===== src/rtl/pipeline_ctrl.sv =====
// pipeline_ctrl: stall/flush sequencer for the 5-stage RV32I pipeline
module pipeline_ctrl #(
    parameter int CNT_W       = 32,
    parameter int MEM_TIMEOUT = 16
) (
    input  logic             clk,
    input  logic             rst_n,
    input  logic [4:0]       id_rs1,
    input  logic [4:0]       id_rs2,
    input  logic             id_use_rs1,
    input  logic             id_use_rs2,
    input  logic             ex_mem_rd,
    input  logic [4:0]       ex_rd,
    input  logic             id_branch_taken,
    input  logic             id_jump,
    input  logic             mem_req,
    input  logic             dmem_ack,
    input  logic             cnt_clr,
    output logic             pc_en,
    output logic             ifid_en,
    output logic             ifid_flush,
    output logic             idex_en,
    output logic             idex_bubble,
    output logic             exmem_en,
    output logic             memwb_en,
    output logic             trap,
    output logic [CNT_W-1:0] stall_cnt,
    output logic [CNT_W-1:0] flush_cnt,
    output logic [1:0]       state_dbg
);
    typedef enum logic [1:0] {RUN = 2'b00, MEM_WAIT = 2'b01, TRAP = 2'b10} state_t;
    localparam int WW = $clog2(MEM_TIMEOUT + 1);
    localparam logic [WW-1:0] TO = WW'(MEM_TIMEOUT);
    state_t state, state_nx;
    logic [WW-1:0] wait_cnt, wait_nx;
    logic load_use, mem_busy, freeze, redirect;
    assign load_use = ex_mem_rd & (ex_rd != 5'd0) &
                      ((id_use_rs1 & (id_rs1 == ex_rd)) | (id_use_rs2 & (id_rs2 == ex_rd)));
    assign mem_busy  = mem_req & ~dmem_ack & (state != TRAP);
    assign freeze    = mem_busy | (state == TRAP);
    assign redirect  = id_branch_taken | id_jump;
    assign trap      = state == TRAP;
    assign state_dbg = state;
    // Pipeline controls: freeze beats load-use beats redirect; all low while in reset
    always_comb begin
        pc_en       = 1'b0;
        ifid_en     = 1'b0;
        ifid_flush  = 1'b0;
        idex_en     = 1'b0;
        idex_bubble = 1'b0;
        exmem_en    = 1'b0;
        memwb_en    = 1'b0;
        if (rst_n && !freeze) begin
            pc_en       = ~load_use;
            ifid_en     = ~load_use;
            ifid_flush  = ~load_use & redirect;
            idex_en     = 1'b1;
            idex_bubble = load_use;
            exmem_en    = 1'b1;
            memwb_en    = 1'b1;
        end
    end
    // Memory-wait FSM next state; TRAP absorbs until reset
    always_comb begin
        state_nx = state;
        wait_nx  = wait_cnt;
        case (state)
            RUN: if (mem_busy) begin
                state_nx = MEM_WAIT;
                wait_nx  = WW'(1);
            end
            MEM_WAIT: if (dmem_ack) begin
                state_nx = RUN;
                wait_nx  = '0;
            end else if (wait_cnt == TO) begin
                state_nx = TRAP;
            end else begin
                wait_nx = wait_cnt + 1'b1;
            end
            default: state_nx = TRAP;
        endcase
    end
    // State and wait counter registers
    always_ff @(posedge clk or negedge rst_n) begin
        if (!rst_n) begin
            state    <= RUN;
            wait_cnt <= '0;
        end else begin
            state    <= state_nx;
            wait_cnt <= wait_nx;
        end
    end
    // Saturating performance counters; clear wins over increment
    always_ff @(posedge clk or negedge rst_n) begin
        if (!rst_n) begin
            stall_cnt <= '0;
            flush_cnt <= '0;
        end else if (cnt_clr) begin
            stall_cnt <= '0;
            flush_cnt <= '0;
        end else begin
            if ((freeze | load_use) && stall_cnt != '1)
                stall_cnt <= stall_cnt + 1'b1;
            if (ifid_flush && flush_cnt != '1)
                flush_cnt <= flush_cnt + 1'b1;
        end
    end
endmodule

===== config.mk =====
export PLATFORM = sky130hd
export DESIGN_NAME = pipeline_ctrl
export DESIGN_NICKNAME = d
export VERILOG_FILES = /design/src/rtl/pipeline_ctrl.sv
export SDC_FILE = /design/constraint.sdc
export NUM_CORES = 1
export LEC_CHECK = 0
export ABC_AREA = 1
export ABC_CLOCK_PERIOD_IN_PS = 2100
export BUFFER_PORTS_ARGS = -buffer_cell sky130_fd_sc_hd__buf_2
export CORE_ASPECT_RATIO = 1.1
export CORE_UTILIZATION = 40
export DETAILED_ROUTE_END_ITERATION = 10
export PLACE_DENSITY = 0.69
export SLEW_MARGIN = 40
export SYNTH_ARGS = -nofsm -noshare
export SYNTH_HDL_FRONTEND = slang
export SYNTH_SLANG_ARGS = --single-unit

===== constraint.sdc =====
create_clock -name clk -period 2.1 [get_ports clk]
set_input_delay 0.21 -clock clk [delete_from_list [all_inputs] [get_ports clk]]
set_output_delay 0.21 -clock clk [all_outputs]
set_load 0.02 [all_outputs]

==> flow_summary.toml, run 1 <==
[run_status]
run_status = "finished, violations left"
violations = "DRC, hold timing"

[timing]
relSlewSlack_pct = 56.7
rsz0062_at_grt = "false"
clock_skew_ns = 0.00620
finalSetupViolations = 0
period_needed_ns = 1.89
max_freq_mhz = 529
slew_viol_final = 0
hold_slack_ns = -0.00387
hold_viol_final = 8
tns_ns = 0
finalCritPeriodShare_pct = 90.1
tightest_slew_ns = 0.649

[die]
dieHeight_um = 123
num_rows = 43
dieArea_mm2 = 0.0137
coreArea_mm2 = 0.0128
initial_core_util_pct = 41.5
fp.dieW_um = 112
io_pins = 99

[synthesis]
async_flop_share_pct = 100
avgSynthCellArea_um2 = 6.48
synth_cells = 817
synth-seq-area-share_pct = 33.6
ys_ff_latch = 71
synth_fp_nets = 846
synthFlopType = "dfrtp_1"
ys_types = 32
synth-warning-count = 0
synth-edff-count = 0
synth.cell_area_mm2 = 0.00529

[cells_and_area]
drive_gt1_share_pct = 17.4
diodes = 0
mostFrequentLayoutCells = "276 x nand2_1, 135 x nor2_1, 97 x buf_2"
final_common_cell = "nand2_1"
syn_to_final_growth_pct = 17.5
nets = 940
register_area_mm2 = 0.00178
nFillCells = 1312
finalInstanceArea_mm2 = 0.00622
multi_input_area_mm2 = 0.00299

[pwr]
comb_power_share_pct = 7.1
swShare_pct = 24.4
pwr_density_cell_mw_per_mm2 = 509
pwr-share-seq_pct = 44.0
p_int_mw = 2.39
power_leakage_nw = 3.18
peakVddDrop_mv = 0.381
p_switching_mw = 0.772
power_frac_clock_pct = 48.9

[routing]
wirelength_mm = 14.4
wl_per_cell_um = 13.4
drcViolationCount = 7
vias = 5343
viasPerCell = 4.98
antenna_left = 0
drtPass1Iterations = 8
first_iter_violations = 369

[place]
post_dp_cell_area_mm2 = 0.00592
dp_hpwl_mm = 10.7
port_buffers = 98
gp_congestion = 0.921

[critical_path]
critical_path_required_ns = 2.36
critPathLaunchType = "register"
cp-end-kind = "register"
path_class = "reg2reg"
crit_fanout = 28
critPathArrivalTime_ns = 2.16

[grt]
grt_pass1_vias = 5089
grt_start_max_net_pins = 72
grt_overflow = 0
grt_pass1_wl_mm = 24.4
grt.total_usage_pct = 22.4
antenna_found_initial = 0

[clock_network]
h-tree-depth = 3
cts_buffers = 9
path_clk_slew_ns = 0.06
clock_path_buffers = 2
root_buffer = "clkbuf_16"
hold_buffers = 0
clock_sinks = 71
clk_latency_ns = 0.35
cts_tree = "done"

[job]
timing.max_cap.violations = 0

[min_path]
hold_class = "in2async"
through the flow:
step | cells | setup WS [ns] | power [mW] | util (%)
after detailed placement | 1057 | 0.179 | 1.64 | 46.4
after floorplan | 817 | 0.246 | 1.54 | -
after CTS | 1073 | 0.181 | 3.20 | 48.8
final | 1073 | 0.208 | 3.16 | 48.8
after global routing | 1073 | 0.00736 | 3.28 | 48.8
after global placement | 1057 | 0.267 | 1.64 | 46.4
routing by layer:
layer,wire length (µm),up-vias,track usage [%],part of all wire (%)
li1,-,2755,-,-
met1,6510,2417,27.5,45
met2,6760,143,38.3,47
met3,738,28,4.54,5.1
met4,401,0,9.97,2.8
met5,0,-,0,0
registers in the layout, indices dropped and copies added (netlist names):
name,flops
state_dbg,2
flush_cnt,32
stall_cnt,32
wait_cnt,5
cell usage after synthesis, types with 5 or more instances:
library cell | n | share of area, %
o21ai_0 | 17 | 1.6
nor2_1 | 135 | 9.6
xnor2_1 | 15 | 2.5
a21oi_1 | 6 | 0.57
nand4_1 | 28 | 3.3
nand2_1 | 276 | 20
dfrtp_1 | 71 | 34
inv_1 | 87 | 6.2
nand3_1 | 68 | 6.4
nand2_2 | 5 | 0.59
nor3_1 | 15 | 1.4
buf_4 | 8 | 1.1
o21ai_2 | 9 | 1.5
clkbuf_1 | 14 | 0.99
xor2_1 | 30 | 5.0
cells by family after synthesis:
logic type	after synthesis	synth area share [%]
simple gates	542	44.0
buf+inv	120	9.91
flops	71	33.6
xor+xnor	45	7.45
compound gates	35	4.16
fa+ha+maj	4	0.946
worst paths after layout:
path,start,to,slack [ns],depth (start not counted)
setup / recovery,stall_cnt[0]$_DFFE_PN0P_,stall_cnt[3]$_DFFE_PN0P_,0.21,11
hold / removal,rst_n,flush_cnt[13]$_DFFE_PN0P_,-0.004,2
setup reg to reg,stall_cnt[0]$_DFFE_PN0P_,stall_cnt[3]$_DFFE_PN0P_,0.21,11
hold reg to reg,wait_cnt[4]$_DFFE_PN0P_,wait_cnt[4]$_DFFE_PN0P_,0.54,2
max in group asynchronous,rst_n,stall_cnt[26]$_DFFE_PN0P_,1.65,2
min in group clk,dmem_ack,wait_cnt[3]$_DFFE_PN0P_,0.11,2
worst max-delay path, stage by stage, from the launching register on:
cell	delay (ns)
dfrtp_1	0.39
ha_1	0.24
nand2_2	0.09
nor2_4	0.12
nand2_2	0.09
inv_2	0.08
nand2_2	0.06
nor2_4	0.10
nand3_4	0.08
nand2_4	0.09
nand2_4	0.21
o21ai_0	0.24
power by group through the flow:
stage	Combinational [mW]	Sequential (mW)	Clock (mW)
floorplan	0.105	1.43	0
global route	0.255	1.39	1.63
detailed placement	0.226	1.42	0
CTS	0.227	1.39	1.58
finish	0.224	1.39	1.55
global placement	0.223	1.42	0
final cells by class:
type                    count  area share [%]
repair buffers            112            9.88
well taps                 157            3.16
multi-input cells         626            48.1
clock buffers              10            3.84
inverters                  91            5.49
clock inverters             6           0.966
flip-flops and latches     71            28.6
timing repair:
action	4_1_cts	5_1_grt
setup endpoints to repair	0	1
gates resized for setup	0	1
setup buffers	0	0
Power figures use the tool's default switching activity.
==> run 2, diff against run 1 <==
--- a/config.mk
+++ b/config.mk
@@ -9,9 +9,9 @@
 export ABC_CLOCK_PERIOD_IN_PS = 2100
 export BUFFER_PORTS_ARGS = -buffer_cell sky130_fd_sc_hd__buf_2
 export CORE_ASPECT_RATIO = 1.1
-export CORE_UTILIZATION = 40
+export CORE_UTILIZATION = 57
 export DETAILED_ROUTE_END_ITERATION = 10
-export PLACE_DENSITY = 0.69
+export PLACE_DENSITY = 0.9
 export SLEW_MARGIN = 40
 export SYNTH_ARGS = -nofsm -noshare
 export SYNTH_HDL_FRONTEND = slang
==> run 2 against run 1 <==
The run ends with hold timing left. Global-route usage is 8.6 points higher. Final area shrank 2.6%. Wire length down 1.9%. Clock-buffer cell count increased by 1.
==> flow_summary.toml, run 2 (synthesis gave the netlist of run 1 again) <==
[grt]
antenna_found_initial = 0
grt_use_met3_pct = 5.16
use_met1_pct = 37.3
use_met2_pct = 53.1
grt_pass1_vias = 5216
grt.total_usage_pct = 31.1
grt-busiest-layer = "met2"
grt_pass1_wl_mm = 23.7
grt_start_max_net_pins = 72
grt_overflow = 0

[die]
io_pins = 99
dieArea_mm2 = 0.00968
fp.dieW_um = 93.9
dieHeight_um = 103
num_rows = 36
coreArea_mm2 = 0.00892
initial_core_util_pct = 59.3

[timing]
tns_ns = 0
finalSetupViolations = 0
setup_slack_ns = 0.150
slew_viol_final = 0
hold_viol_final = 20
clock_skew_ns = 0.0150
finalCritPeriodShare_pct = 92.9
tightest_slew_ns = 0.645
period_needed_ns = 1.95
max_freq_mhz = 513
hold_slack_ns = -0.0105
relSlewSlack_pct = 57.0
rsz0062_at_grt = "false"

[critical_path]
critical_path_required_ns = 2.35
critPathLaunchType = "register"
path_cells = "ha_1, nand3_1, inv_2, nand2_2, nor2_4, nand3_2, nand4_4, nand2_4, nand2_1, nand2_1"
path_class = "reg2reg"
cp-end-kind = "register"
critPathMaxStageDelay_ns = 0.42
cp_slowest_cell = "dfrtp_1"
critPathArrivalTime_ns = 2.20
crit_fanout = 32
crit_path_start = "flush_cnt[1]$_DFFE_PN0P_"
r2r_start = "flush_cnt[1]$_DFFE_PN0P_"
crit_path_frequent_cell = "nand2_1"

[routing]
drcViolationCount = 0
wirelength_mm = 14.1
first_iter_violations = 356
drtPass1Iterations = 6
vias = 5602
viasPerCell = 5.45
wl_per_cell_um = 13.8
antenna_left = 0

[cells_and_area]
mostFrequentLayoutCells = "276 x nand2_1, 135 x nor2_1, 97 x buf_2"
nFillCells = 821
diodes = 0
drive_gt1_share_pct = 17.1
syn_to_final_growth_pct = 14.5
reg.largest.list = "flush_cnt x32, stall_cnt x32, wait_cnt x5"
nets = 937
final_common_cell = "nand2_1"
final_util_pct = 68.0

[place]
gp_congestion = 1.01
port_buffers = 98
pre_cts_slack_ns = 0.140
dp_hpwl_mm = 10.3

[clock_network]
root_buffer = "clkbuf_8"
hold_buffers = 0
clock_path_buffers = 2
cts_resized = 0
cts_buffers = 9
h-tree-depth = 3
cts_tree = "done"
path_clk_slew_ns = 0.09
post-cts-setup-buffers = 0
clock_sinks = 71
clk_latency_ns = 0.37

[run_status]
run_status = "finished, violations left"
violations = "hold timing"

[job]
timing.max_cap.violations = 0

[pwr]
peakVddDrop_mv = 0.263
power_leakage_nw = 3.12
pwr_density_cell_mw_per_mm2 = 462

[min_path]
hold_class = "in2async"
## run 2: changes by cell type in the layout (fill, tap and decap cells not counted), moves of 2 or more
| cell | before | now |
|---|---|---|
| buf_4 | 13 | 10 |
| o21ai_0 | 16 | 14 |
| o21ai_1 | 1 | 3 |
| clkbuf_16 | 9 | 0 |
| clkbuf_8 | 1 | 11 |
## run 2: critical path, delay by kind of cell (launching register included)
family                     cells  cell delay, ns
adders and majority gates      1            0.22
DFF                            1            0.42
and+or+nand+nor                8            1.06
buffers and inverters          1            0.14
## run 2: where the power goes
part,total (mW),switching (mW),leakage (nW),internal [mW]
combinational,0.218,0.153,2.05,0.0643
clock,1.19,0.579,0.105,0.612
sequential,1.39,0.0152,0.967,1.38
total,2.80,0.748,3.12,2.05
## run 2: area by class of cell
class	count	area, µm²	share of cell area [%]
multi-input combinational	626	3000	49.5
tap	114	143	2.35
sequential	71	1780	29.3
clock buffer	11	151	2.50
timing repair buffer	109	592	9.76
inverter	91	342	5.64
clock inverter	5	56.3	0.929
## run 2: final timing paths
kind	to	slack (ns)	cells past startpoint
setup reg to reg	flush_cnt[15]$_DFFE_PN0P_	0.15	10
hold reg to reg	wait_cnt[4]$_DFFE_PN0P_	0.54	2
setup / recovery	flush_cnt[15]$_DFFE_PN0P_	0.15	10
hold / removal	flush_cnt[17]$_DFFE_PN0P_	-0.01	2
max in group asynchronous	stall_cnt[9]$_DFFE_PN0P_	1.67	2
min in group clk	wait_cnt[3]$_DFFE_PN0P_	0.12	2
## run 2: per-stage QoR
stage                     area (µm²)  cells  total power [mW]
after CTS                       6050   1027              2.81
final                           6060   1027              2.80
after detailed placement        5840   1011              1.64
after global placement          5840   1011              1.63
after global routing            6060   1027              2.89
after floorplan                 5290    817              1.54
## run 2: metal layers
metal / vias up / share of wire (%)
li1: 2736 / -
met3: 65 / 5.5
met2: 212 / 49
met1: 2589 / 41
met5: - / 0
met4: 0 / 4.7
